--- config.mk ---
export PLATFORM = sky130hd
export DESIGN_NAME = instr_encoder
export DESIGN_NICKNAME = d
export VERILOG_FILES = /design/src/rtl/instr_encoder_pkg.sv /design/src/rtl/instr_field_pack.sv /design/src/rtl/instr_encoder.sv
export SDC_FILE = /design/constraint.sdc
export NUM_CORES = 1
export LEC_CHECK = 0
export BUFFER_PORTS_ARGS = -buffer_cell sky130_fd_sc_hd__buf_2
export CAP_MARGIN = 20
export CORE_MARGIN = 5
export CORE_UTILIZATION = 43
export DETAILED_ROUTE_END_ITERATION = 7
export HOLD_SLACK_MARGIN = 0.15
export PLACE_DENSITY_LB_ADDON = 0.12
export SYNTH_ARGS = -nofsm -noshare
export SYNTH_HDL_FRONTEND = slang
export SYNTH_SLANG_ARGS = --single-unit
--- constraint.sdc ---
create_clock -name clk -period 4.5 [get_ports clk]
set_input_delay 0 -clock clk [delete_from_list [all_inputs] [get_ports clk]]
set_output_delay 0 -clock clk [all_outputs]
set_load 0.01 [all_outputs]
--- src/rtl/instr_encoder_pkg.sv ---
// Shared encoding definitions: mnemonics, opcode constants and field bit positions.
// Combinational content only.
// Shared by the instruction encoder and the ALU-control decoder.
package instr_encoder_pkg;

   typedef enum logic [3:0] {
      MN_ADD  = 4'd0,  MN_SUB  = 4'd1,  MN_AND  = 4'd2,  MN_ORR  = 4'd3,
      MN_EOR  = 4'd4,  MN_ADDI = 4'd5,  MN_SUBI = 4'd6,  MN_ANDI = 4'd7,
      MN_ORRI = 4'd8,  MN_EORI = 4'd9,  MN_LDUR = 4'd10, MN_STUR = 4'd11,
      MN_CBZ  = 4'd12, MN_CBNZ = 4'd13, MN_MOVK = 4'd14, MN_HALT = 4'd15
   } mnem_e;

   typedef enum logic [1:0] {ST_IDLE, ST_RUN, ST_DRAIN, ST_DONE} state_e;

   // R-type opcodes [31:21]
   localparam logic [10:0] OP_ADD  = 11'b10001011000;
   localparam logic [10:0] OP_SUB  = 11'b11001011000;
   localparam logic [10:0] OP_AND  = 11'b10001010000;
   localparam logic [10:0] OP_ORR  = 11'b10101010000;
   localparam logic [10:0] OP_EOR  = 11'b11101010000;
   // I-type opcodes [31:22]
   localparam logic [9:0]  OP_ADDI = 10'b1001000100;
   localparam logic [9:0]  OP_SUBI = 10'b1101000100;
   localparam logic [9:0]  OP_ANDI = 10'b1001001000;
   localparam logic [9:0]  OP_ORRI = 10'b1011001000;
   localparam logic [9:0]  OP_EORI = 10'b1101001000;
   // D-type opcodes [31:21]
   localparam logic [10:0] OP_LDUR = 11'b11111000010;
   localparam logic [10:0] OP_STUR = 11'b11111000000;
   // CB-type opcodes [31:24]
   localparam logic [7:0]  OP_CBZ  = 8'b10110100;
   localparam logic [7:0]  OP_CBNZ = 8'b10110101;
   // MOVK opcode [31:23]
   localparam logic [8:0]  OP_MOVK = 9'b111100101;

   // Field LSB positions within the 32-bit word
   localparam int RD_LSB      = 0;
   localparam int RN_LSB      = 5;
   localparam int RM_LSB      = 16;
   localparam int R_OPC_LSB   = 21;
   localparam int I_IMM_LSB   = 10;
   localparam int I_OPC_LSB   = 22;
   localparam int D_IMM_LSB   = 12;
   localparam int D_OPC_LSB   = 21;
   localparam int CB_IMM_LSB  = 5;
   localparam int CB_OPC_LSB  = 24;
   localparam int MV_IMM_LSB  = 5;
   localparam int MV_HW_LSB   = 21;
   localparam int MV_OPC_LSB  = 23;

   function automatic logic [10:0] r_opc(input mnem_e m);
      case (m)
         MN_SUB:  return OP_SUB;
         MN_AND:  return OP_AND;
         MN_ORR:  return OP_ORR;
         MN_EOR:  return OP_EOR;
         default: return OP_ADD;
      endcase
   endfunction

   function automatic logic [9:0] i_opc(input mnem_e m);
      case (m)
         MN_SUBI: return OP_SUBI;
         MN_ANDI: return OP_ANDI;
         MN_ORRI: return OP_ORRI;
         MN_EORI: return OP_EORI;
         default: return OP_ADDI;
      endcase
   endfunction

endpackage

--- src/rtl/instr_field_pack.sv ---
// Packs one field bundle into a 32-bit instruction word and range-checks the immediate.
// Purely combinational, zero latency.
// No flow control; the caller qualifies the result with its own handshake.
module instr_field_pack
   import instr_encoder_pkg::*;
(
   input  logic [3:0]  mnem_i,
   input  logic [4:0]  rd_i,
   input  logic [4:0]  rn_i,
   input  logic [4:0]  rm_i,
   input  logic [15:0] imm_i,
   input  logic [1:0]  hw_i,
   output logic [31:0] instr_o,
   output logic        legal_o,
   output logic        halt_o
);

   mnem_e op;
   assign op = mnem_e'(mnem_i);

   // Select the format from the mnemonic, place fields, and flag immediates that do not fit.
   always_comb begin
      instr_o = '0;
      legal_o = 1'b1;
      halt_o  = 1'b0;
      case (op)
         MN_ADD, MN_SUB, MN_AND, MN_ORR, MN_EOR: begin
            instr_o[R_OPC_LSB +: 11] = r_opc(op);
            instr_o[RM_LSB +: 5]     = rm_i;
            instr_o[RN_LSB +: 5]     = rn_i;
            instr_o[RD_LSB +: 5]     = rd_i;
         end
         MN_ADDI, MN_SUBI, MN_ANDI, MN_ORRI, MN_EORI: begin
            instr_o[I_OPC_LSB +: 10] = i_opc(op);
            instr_o[I_IMM_LSB +: 12] = imm_i[11:0];
            instr_o[RN_LSB +: 5]     = rn_i;
            instr_o[RD_LSB +: 5]     = rd_i;
            legal_o                  = (imm_i[15:12] == 4'd0);
         end
         MN_LDUR, MN_STUR: begin
            instr_o[D_OPC_LSB +: 11] = (op == MN_LDUR) ? OP_LDUR : OP_STUR;
            instr_o[D_IMM_LSB +: 9]  = imm_i[8:0];
            instr_o[RN_LSB +: 5]     = rn_i;
            instr_o[RD_LSB +: 5]     = rd_i;
            // signed 9-bit offset: every bit above bit 8 must copy the sign
            legal_o                  = (imm_i[15:8] == 8'h00) || (imm_i[15:8] == 8'hFF);
         end
         MN_CBZ, MN_CBNZ: begin
            instr_o[CB_OPC_LSB +: 8]  = (op == MN_CBZ) ? OP_CBZ : OP_CBNZ;
            instr_o[CB_IMM_LSB +: 19] = {{3{imm_i[15]}}, imm_i};
            instr_o[RD_LSB +: 5]      = rd_i;
         end
         MN_MOVK: begin
            instr_o[MV_OPC_LSB +: 9]  = OP_MOVK;
            instr_o[MV_HW_LSB +: 2]   = hw_i;
            instr_o[MV_IMM_LSB +: 16] = imm_i;
            instr_o[RD_LSB +: 5]      = rd_i;
         end
         MN_HALT: halt_o = 1'b1;
         default: ;
      endcase
   end

endmodule

--- src/rtl/instr_encoder.sv ---
// Program-load encoder: accepts field bundles, emits encoded words with target addresses.
// One cycle from accepted bundle to out_valid.
// in_ready drops while an emitted word is stalled by out_ready; words hold stable until taken.
module instr_encoder
   import instr_encoder_pkg::*;
#(
   parameter int          ADDR_W    = 10,
   parameter int unsigned BASE_ADDR = 0
) (
   input  logic              clk,
   input  logic              reset,
   input  logic              start,
   input  logic              in_valid,
   output logic              in_ready,
   input  logic [3:0]        mnem,
   input  logic [4:0]        rd,
   input  logic [4:0]        rn,
   input  logic [4:0]        rm,
   input  logic [15:0]       imm,
   input  logic [1:0]        hw,
   output logic              out_valid,
   input  logic              out_ready,
   output logic [31:0]       instr,
   output logic [ADDR_W-1:0] addr,
   output logic              busy,
   output logic              done,
   output logic              err,
   output logic [7:0]        err_cnt
);

   localparam logic [ADDR_W-1:0] BASE = BASE_ADDR[ADDR_W-1:0];

   state_e            state_q, state_d;
   logic              out_valid_q;
   logic [31:0]       instr_q;
   logic [ADDR_W-1:0] addr_q;
   logic              err_q;
   logic [7:0]        err_cnt_q;

   logic [31:0]       word;
   logic              legal, halt;
   logic              in_fire, out_fire, session_start;

   instr_field_pack u_pack (
      .mnem_i  (mnem),
      .rd_i    (rd),
      .rn_i    (rn),
      .rm_i    (rm),
      .imm_i   (imm),
      .hw_i    (hw),
      .instr_o (word),
      .legal_o (legal),
      .halt_o  (halt)
   );

   assign out_fire      = out_valid_q && out_ready;
   assign in_fire       = in_valid && in_ready;
   assign session_start = start && ((state_q == ST_IDLE) || (state_q == ST_DONE));

   // Session FSM: next state plus the state-derived handshake and status outputs.
   always_comb begin
      state_d  = state_q;
      in_ready = 1'b0;
      busy     = 1'b0;
      done     = 1'b0;
      case (state_q)
         ST_IDLE: if (start) state_d = ST_RUN;
         ST_RUN: begin
            busy     = 1'b1;
            in_ready = !out_valid_q || out_ready;
            if (in_valid && in_ready && halt) state_d = ST_DRAIN;
         end
         ST_DRAIN: begin
            busy = 1'b1;
            if (!out_valid_q || out_ready) state_d = ST_DONE;
         end
         ST_DONE: begin
            done = 1'b1;
            if (start) state_d = ST_RUN;
         end
         default: state_d = ST_IDLE;
      endcase
   end

   // State register.
   always_ff @(posedge clk or posedge reset) begin
      if (reset) state_q <= ST_IDLE;
      else       state_q <= state_d;
   end

   // Output word register and address counter; addr always names the pending or next word.
   always_ff @(posedge clk or posedge reset) begin
      if (reset) begin
         out_valid_q <= 1'b0;
         instr_q     <= '0;
         addr_q      <= BASE;
      end else begin
         if (session_start) addr_q <= BASE;
         else if (out_fire) addr_q <= addr_q + ADDR_W'(1);
         if (in_fire && !halt && legal) begin
            out_valid_q <= 1'b1;
            instr_q     <= word;
         end else if (out_fire) begin
            out_valid_q <= 1'b0;
         end
      end
   end

   // Sticky error flag and saturating count of rejected bundles, cleared per session.
   always_ff @(posedge clk or posedge reset) begin
      if (reset) begin
         err_q     <= 1'b0;
         err_cnt_q <= '0;
      end else if (session_start) begin
         err_q     <= 1'b0;
         err_cnt_q <= '0;
      end else if (in_fire && !halt && !legal) begin
         err_q <= 1'b1;
         if (err_cnt_q != 8'hFF) err_cnt_q <= err_cnt_q + 8'd1;
      end
   end

   assign out_valid = out_valid_q;
   assign instr     = instr_q;
   assign addr      = addr_q;
   assign err       = err_q;
   assign err_cnt   = err_cnt_q;

endmodule

==> results of run 1 <==
cell usage in the layout, fill, tap and decap left out, drive strengths merged, types with 2 or more instances in the layout:
master,instances
a21o,2
a21oi,22
a222oi,4
a22o,5
a22oi,13
a31oi,6
and2,3
and3,3
and4,2
buf,98
clkbuf,6
dfrtp,54
dlygate4sd3,31
ha,5
inv,13
mux2,6
mux2i,2
nand2,41
nand2b,3
nand3,7
nand4,8
nor2,18
nor2b,8
nor3,3
nor4,2
o211ai,2
o21a,2
o21ai,32
o22a,2
o22ai,6
o31ai,7
or2,2
or3,3
or4,6
xnor2,2
xor2,6
worst register-to-register path, stage by stage, from the launching register on:
cell and delay, ns:
sky130_fd_sc_hd__dfrtp_1 0.44, sky130_fd_sc_hd__nand2b_1 0.18, sky130_fd_sc_hd__and3_1 0.29, sky130_fd_sc_hd__o211ai_4 0.38, sky130_fd_sc_hd__buf_4 0.39, sky130_fd_sc_hd__mux2_4 0.33
state kept, by name, summed over array words and instances, names as in the netlist:
signal / count
addr: 10
err: 1
instr: 32
err_cnt: 8
state_q: 2
out_valid: 1
where the power goes:
group | switching (mW) | total [mW] | internal [mW]
combinational | 0.398 | 0.704 | 0.306
clock | 0.162 | 0.329 | 0.166
sequential | 0.0984 | 0.744 | 0.646
kinds of logic after synthesis:
logic type / share of synthesized area [%]
xor+xnor: 2.30
mux: 3.49
simple gates: 18.7
flops: 44.3
fa+ha+maj: 2.05
compound gates: 23.7
buf+inv: 5.42
worst paths after layout:
check / endpoint / depth (start not counted)
min in group asynchronous: addr[7]$_DFFE_PP0P_ / 4
worst min-delay path: instr[21]$_DFFE_PP0P_ / 5
max in group asynchronous: err_cnt[6]$_DFFE_PP0P_ / 4
worst max-delay path: instr[0]$_DFFE_PP0P_ / 6
worst min register to register: instr[7]$_DFFE_PP0P_ / 2
worst max register to register: instr[0]$_DFFE_PP0P_ / 5
final cells by class:
cell class	count	area [um2]	area share [%]
multi-input combinational	243	1540	38.7
sequential	54	1350	34.0
timing repair buffer	129	806	20.2
tap	96	120	3.02
clock buffer	6	72.6	1.82
inverter	13	48.8	1.23
clock inverter	2	37.5	0.943
antenna	1	2.50	0.0629
metrics by stage:
| step | setup WS (ns) | instance area (um2) | instances | utilization, % | hold WS, ns |
|---|---|---|---|---|---|
| 6_report | 1.98 | 3980 | 544 | 58.3 | 0.160 |
| 4_1_cts | 2.00 | 3980 | 543 | 58.2 | 0.159 |
| 3_5_place_dp | 1.66 | 3560 | 504 | 52.1 | 0.235 |
| 3_3_place_gp | 1.76 | 3560 | 504 | 52.1 | 0.233 |
| 2_1_floorplan | 2.78 | 3050 | 332 | - | 0.149 |
| 5_1_grt | 1.78 | 3980 | 543 | 58.2 | 0.183 |
routing by layer:
metal / routed length, um / vias to the layer above / track usage, %
met3: 524 / 11 / 3.45
met1: 3770 / 1403 / 26.4
met2: 4060 / 115 / 32.1
met5: 0 / - / 0
li1: - / 1443 / -
met4: 109 / 0 / 4.57
==> impl_metrics.sql, run 1 <==
INSERT INTO impl_metrics (metric_group, metric, value, unit) VALUES
('outcome', 'run_status', 'finished, final reports clean', ''),
('synth', 'syn_area', '3050', 'um2'),
('hold_path', 'hp-class', 'in2reg', ''),
('worst_setup_path', 'nature_of_the_critical_path_endpoint', 'flop', ''),
('die', 'boundaryPins', '97', ''),
('die', 'core', '6830', 'um2'),
('drt', 'drc_errors', '0', ''),
('flow_run', 'cap_violations', '0', ''),
('worst_setup_path', 'timing.critical_path.fanout_max', '41', ''),
('synth', 'yosysTopAreaCell', 'sky130_fd_sc_hd__dfrtp_1', ''),
('synth', 'ys_types', '52', ''),
('worst_setup_path', 'critical_path_cell_by_cell', 'buf_2, nor2b_1, o31ai_1, o211ai_4, buf_4, mux2_4', ''),
('drt', 'wire_length_per_cell', '15.6', 'um'),
('cts', 'post_cts_sizing', '0', ''),
('worst_setup_path', 'cp_max_stage_cell', 'sky130_fd_sc_hd__o211ai_4', ''),
('sta', 'worst_clock_skew', '0.00755', 'ns'),
('sta', 'maxSlewViolCount', '0', ''),
('cts', 'ctsRootBufferMaster', 'sky130_fd_sc_hd__clkbuf_8', ''),
('worst_setup_path', 'cp_num_buf_inv', '2', ''),
('global_route', 'via_count_of_the_first_global_routing_pass', '2913', ''),
('sta', 'rsz0062_at_grt', 'false', ''),
('cts', 'clk_latency', '0.31', 'ns'),
('die', 'core.rowCount', '30', ''),
('sta', 'timing.final.crit_share', '56.0', '%'),
('sta', 'fin_tns_setup', '0', 'ns'),
('synth', 'share_of_the_yosys_chip_area_belonging_to_registers', '44.3', '%'),
('synth', 'commonest_cells_in_the_synthesized_netlist', 'sky130_fd_sc_hd__dfrtp_1, sky130_fd_sc_hd__nand2_1, sky130_fd_sc_hd__o21ai_0, sky130_fd_sc_hd__a21oi_1, sky130_fd_sc_hd__nor2_1', ''),
('sta', 'hold_violation_count_in_the_final_report', '0', ''),
('cts', 'h-tree-depth', '2', ''),
('cts', 'post_cts.repair.setup_buffers', '0', ''),
('drt', 'post_detailed_route_count_of_antenna_violating_nets', '0', ''),
('finish', 'syn2layout_area_growth', '30.5', '%'),
('drt', 'drt_iter0_drc', '148', ''),
('drt', 'avgViaCountPerCell', '5.46', ''),
('placement', 'numPortBuffers', '96', ''),
('synth', 'netlist.area_leader.share', '44.3', '%'),
('worst_setup_path', 'critPathRequiredTime', '4.69', 'ns'),
('worst_setup_path', 'regToRegStartpoint', 'out_valid$_DFFE_PP0P_', ''),
('drt', 'drt_wl_total', '8.46', 'mm'),
('worst_setup_path', 'slowest_delay', '0.79', 'ns'),
('synth', 'dominant_cell_by_count_in_the_synthesized_netlist', 'sky130_fd_sc_hd__dfrtp_1', ''),
('placement', 'dpl.hpwl', '5.91', 'mm'),
('placement', 'place_congestion', '0.805', ''),
('hold_path', 'hold_path.startpoint', 'hw[0]', ''),
('die', 'die_area', '8880', 'um2'),
('die', 'floorplan.die.height', '94.2', 'um'),
('synth', 'yosys_warnings', '0', ''),
('synth', 'dominantRegCellSynth', 'sky130_fd_sc_hd__dfrtp_1', ''),
('cts', 'clkSinkCount', '54', ''),
('global_route', 'grt_max_degree', '55', ''),
('cts', 'clk_transition_reported_paths', '0.10', 'ns'),
('global_route', 'grt_antenna_before_repair', '0', ''),
('cts', 'cts_hold_buffers', '31', ''),
('synth', 'synth-async-reset-ratio', '100', '%'),
('worst_setup_path', 'ff2ff_setup_slack', '2.38', 'ns'),
('sta', 'fmax', '0.397', 'GHz'),
('pwr', 'ir_worst_vdd', '0.269', 'mV'),
('cts', 'num_cts_buffers', '5', ''),
('die', 'floorplan.die.width', '94.2', 'um'),
('synth', 'synthesis.instances', '332', ''),
('pwr', 'standby_leakage_power', '1.90', 'nW'),
('sta', 'setup_viol', '0', ''),
('synth', 'synth.area.top_cells', 'sky130_fd_sc_hd__dfrtp_1, sky130_fd_sc_hd__nand2_1, sky130_fd_sc_hd__o21ai_0', ''),
('global_route', 'grt_util_all_layers', '19.4', '%'),
('finish', 'num-nets-final', '493', ''),
('sta', 'final.min_clock_period', '2.52', 'ns'),
('sta', 'tightest_slew', '0.903', 'ns'),
('sta', 'headroom_to_the_max_slew_limit', '39.5', '%'),
('pwr', 'report.power.total', '1.78', 'mW'),
('finish', 'post_route_cells_drive_above_1_share', '27.3', '%'),
('global_route', 'globalRoute.totalOverflow', '0', '');
(Power assumes the default switching activity.)
==> inputs of run 2 (changes only) <==
clock period = 2.19 ns   (was 4.5 ns; I/O delays follow)
==> impl_metrics.sql, run 2 (synthesis gave the netlist of run 1 again) <==
INSERT INTO impl_metrics (metric_group, metric, value, unit) VALUES
('hold_path', 'hp-class', 'in2reg', ''),
('cts', 'h-tree-depth', '2', ''),
('finish', 'flip_flop_count_of_the_largest_register_after_layout', '32', ''),
('sta', 'maxSlewViolCount', '0', ''),
('finish', 'fin_util', '58.6', '%'),
('global_route', 'via_count_of_the_first_global_routing_pass', '2797', ''),
('sta', 'timing.final.crit_share', '92.0', '%'),
('sta', 'setup_viol', '0', ''),
('global_route', 'globalRoute.totalOverflow', '0', ''),
('finish', 'mostFrequentLayoutCell', 'sky130_fd_sc_hd__buf_2', ''),
('cts', 'clock_path_buffers', '2', ''),
('cts', 'clk_transition_reported_paths', '0.10', 'ns'),
('sta', 'worst_clock_skew', '0.00540', 'ns'),
('sta', 'hold_violation_count_in_the_final_report', '0', ''),
('die', 'core.rowCount', '30', ''),
('global_route', 'grt_antenna_before_repair', '0', ''),
('die', 'die_area', '8880', 'um2'),
('worst_setup_path', 'timing_worst_setup_path_type', 'in2reg', ''),
('drt', 'avgViaCountPerCell', '5.33', ''),
('global_route', 'grt_util_all_layers', '18.7', '%'),
('drt', 'post_detailed_route_count_of_antenna_violating_nets', '0', ''),
('placement', 'numPortBuffers', '96', ''),
('worst_setup_path', 'crit_path_dat', '2.22', 'ns'),
('sta', 'fin_tns_setup', '0', 'ns'),
('global_route', 'grt_use_met2', '31.1', '%'),
('finish', 'post_route_cells_drive_above_1_share', '28.1', '%'),
('flow_run', 'cap_violations', '0', ''),
('pwr', 'standby_leakage_power', '1.92', 'nW'),
('drt', 'drt_pre_antenna_iters', '5', ''),
('cts', 'clk_latency', '0.30', 'ns'),
('sta', 'headroom_to_the_max_slew_limit', '50.9', '%'),
('global_route', 'globalRouteMet3Util', '3.77', '%'),
('sta', 'fmax', '0.496', 'GHz'),
('global_route', 'grt_pass1_wl', '13.5', 'mm'),
('finish', 'antennaDiodeCount', '0', ''),
('worst_setup_path', 'nature_of_the_critical_path_endpoint', 'flop', ''),
('pwr', 'power-per-cell-area', '885', 'nW/um2'),
('finish', 'syn2layout_area_growth', '31.3', '%'),
('die', 'starting_density_of_the_core', '44.6', '%'),
('die', 'core', '6830', 'um2'),
('placement', 'dpl_cell_area', '3610', 'um2'),
('placement', 'place_congestion', '0.799', ''),
('global_route', 'met1_usage', '25.1', '%'),
('cts', 'clkSinkCount', '54', ''),
('cts', 'ctsRootBufferMaster', 'sky130_fd_sc_hd__clkbuf_8', ''),
('die', 'floorplan.die.width', '94.2', 'um'),
('drt', 'drt_wl_total', '8.54', 'mm'),
('global_route', 'grt_max_degree', '37', ''),
('sta', 'final.min_clock_period', '2.02', 'ns'),
('finish', 'finalInstanceArea', '4010', 'um2'),
('cts', 'num_cts_buffers', '5', ''),
('placement', 'place_inst', '510', ''),
('sta', 'tightest_slew', '0.736', 'ns'),
('placement', 'dpl.hpwl', '6.00', 'mm'),
('sta', 'rsz0062_at_grt', 'false', ''),
('finish', 'layout.cells.most_common_list', 'sky130_fd_sc_hd__buf_2, sky130_fd_sc_hd__dfrtp_1, sky130_fd_sc_hd__nand2_1', ''),
('finish', 'num-nets-final', '499', ''),
('global_route', 'grt-busiest-layer', 'met2', ''),
('worst_setup_path', 'timing.critical_path.fanout_max', '13', ''),
('cts', 'cts_tree', 'built', ''),
('drt', 'drt_iter0_drc', '211', ''),
('pwr', 'ir_worst_vdd', '0.512', 'mV'),
('drt', 'dr_total_vias', '2922', ''),
('outcome', 'run_status', 'finished, final reports clean', ''),
('worst_setup_path', 'critPathRequiredTime', '2.39', 'ns'),
('die', 'floorplan.die.height', '94.2', 'um'),
('cts', 'post_cts.repair.setup_buffers', '0', ''),
('die', 'boundaryPins', '97', ''),
('drt', 'drc_errors', '0', ''),
('worst_setup_path', 'cp_launch_type', 'primary input', ''),
('drt', 'wire_length_per_cell', '15.6', 'um'),
('finish', 'finalNonFillerCells', '548', '');
run 2: changes by cell type in the layout (fill, tap and decap cells not counted):
cell,before,now
sky130_fd_sc_hd__bufinv_16,1,0
sky130_fd_sc_hd__buf_4,2,7
sky130_fd_sc_hd__buf_12,0,1
sky130_fd_sc_hd__diode_2,1,0
run 2: where the power goes:
group / internal, mW / leakage [nW] / switching (mW)
Clock: 0.220 / 0.0373 / 0.323
Combinational: 0.660 / 1.18 / 0.816
Sequential: 1.33 / 0.702 / 0.197
run 2: cell type report:
type	instances	area [um2]
clock buffer	6	72.6
clock inverter	1	7.51
fill	653	2830
inverter	13	48.8
multi-input combinational	243	1540
sequential	54	1350
tap	96	120
timing repair buffer	135	863
run 2: layer usage:
metal  vias up  routed length (um)
li1       1456                   -
met1      1365                3930
met2        93                4020
met3         8                 508
met4         0                  84
met5         -                   0
run 2: worst max-delay path, stage by stage:
cell and delay, ns:
sky130_fd_sc_hd__dlygate4sd3_1 0.54, sky130_fd_sc_hd__buf_2 0.16, sky130_fd_sc_hd__or4_4 0.56, sky130_fd_sc_hd__o22a_1 0.21, sky130_fd_sc_hd__o221ai_2 0.44, sky130_fd_sc_hd__nor4_1 0.12, sky130_fd_sc_hd__o21a_1 0.19
run 2: final timing paths:
kind	startpoint	endpoint	slack [ns]	cells past startpoint
min in group asynchronous	reset	instr[20]$_DFFE_PP0P_	0.34	3
worst max register to register	state_q[1]$_DFFE_PP0P_	err_cnt[5]$_DFFE_PP0P_	0.24	6
worst max-delay path	imm[15]	err_cnt[6]$_DFFE_PP0P_	0.17	7
worst min register to register	instr[31]$_DFFE_PP0P_	instr[31]$_DFFE_PP0P_	0.47	1
worst min-delay path	hw[1]	instr[22]$_DFFE_PP0P_	0.17	4
max in group asynchronous	reset	instr[28]$_DFFE_PP0P_	1.19	4
run 2: through the flow:
step	total power, mW	worst slack [ns]	hold WS, ns
4_1_cts	3.58	0.185	0.169
6_report	3.54	0.174	0.167
2_1_floorplan	2.39	0.468	0.149
5_1_grt	3.83	0.000892	0.207
3_5_place_dp	2.98	0.244	0.145
3_3_place_gp	2.95	0.326	0.149
run 2: repair_timing:
item,in CTS,in global routing
resized for setup,0,0
hold buffers,31,0
hold endpoints to repair,56,0
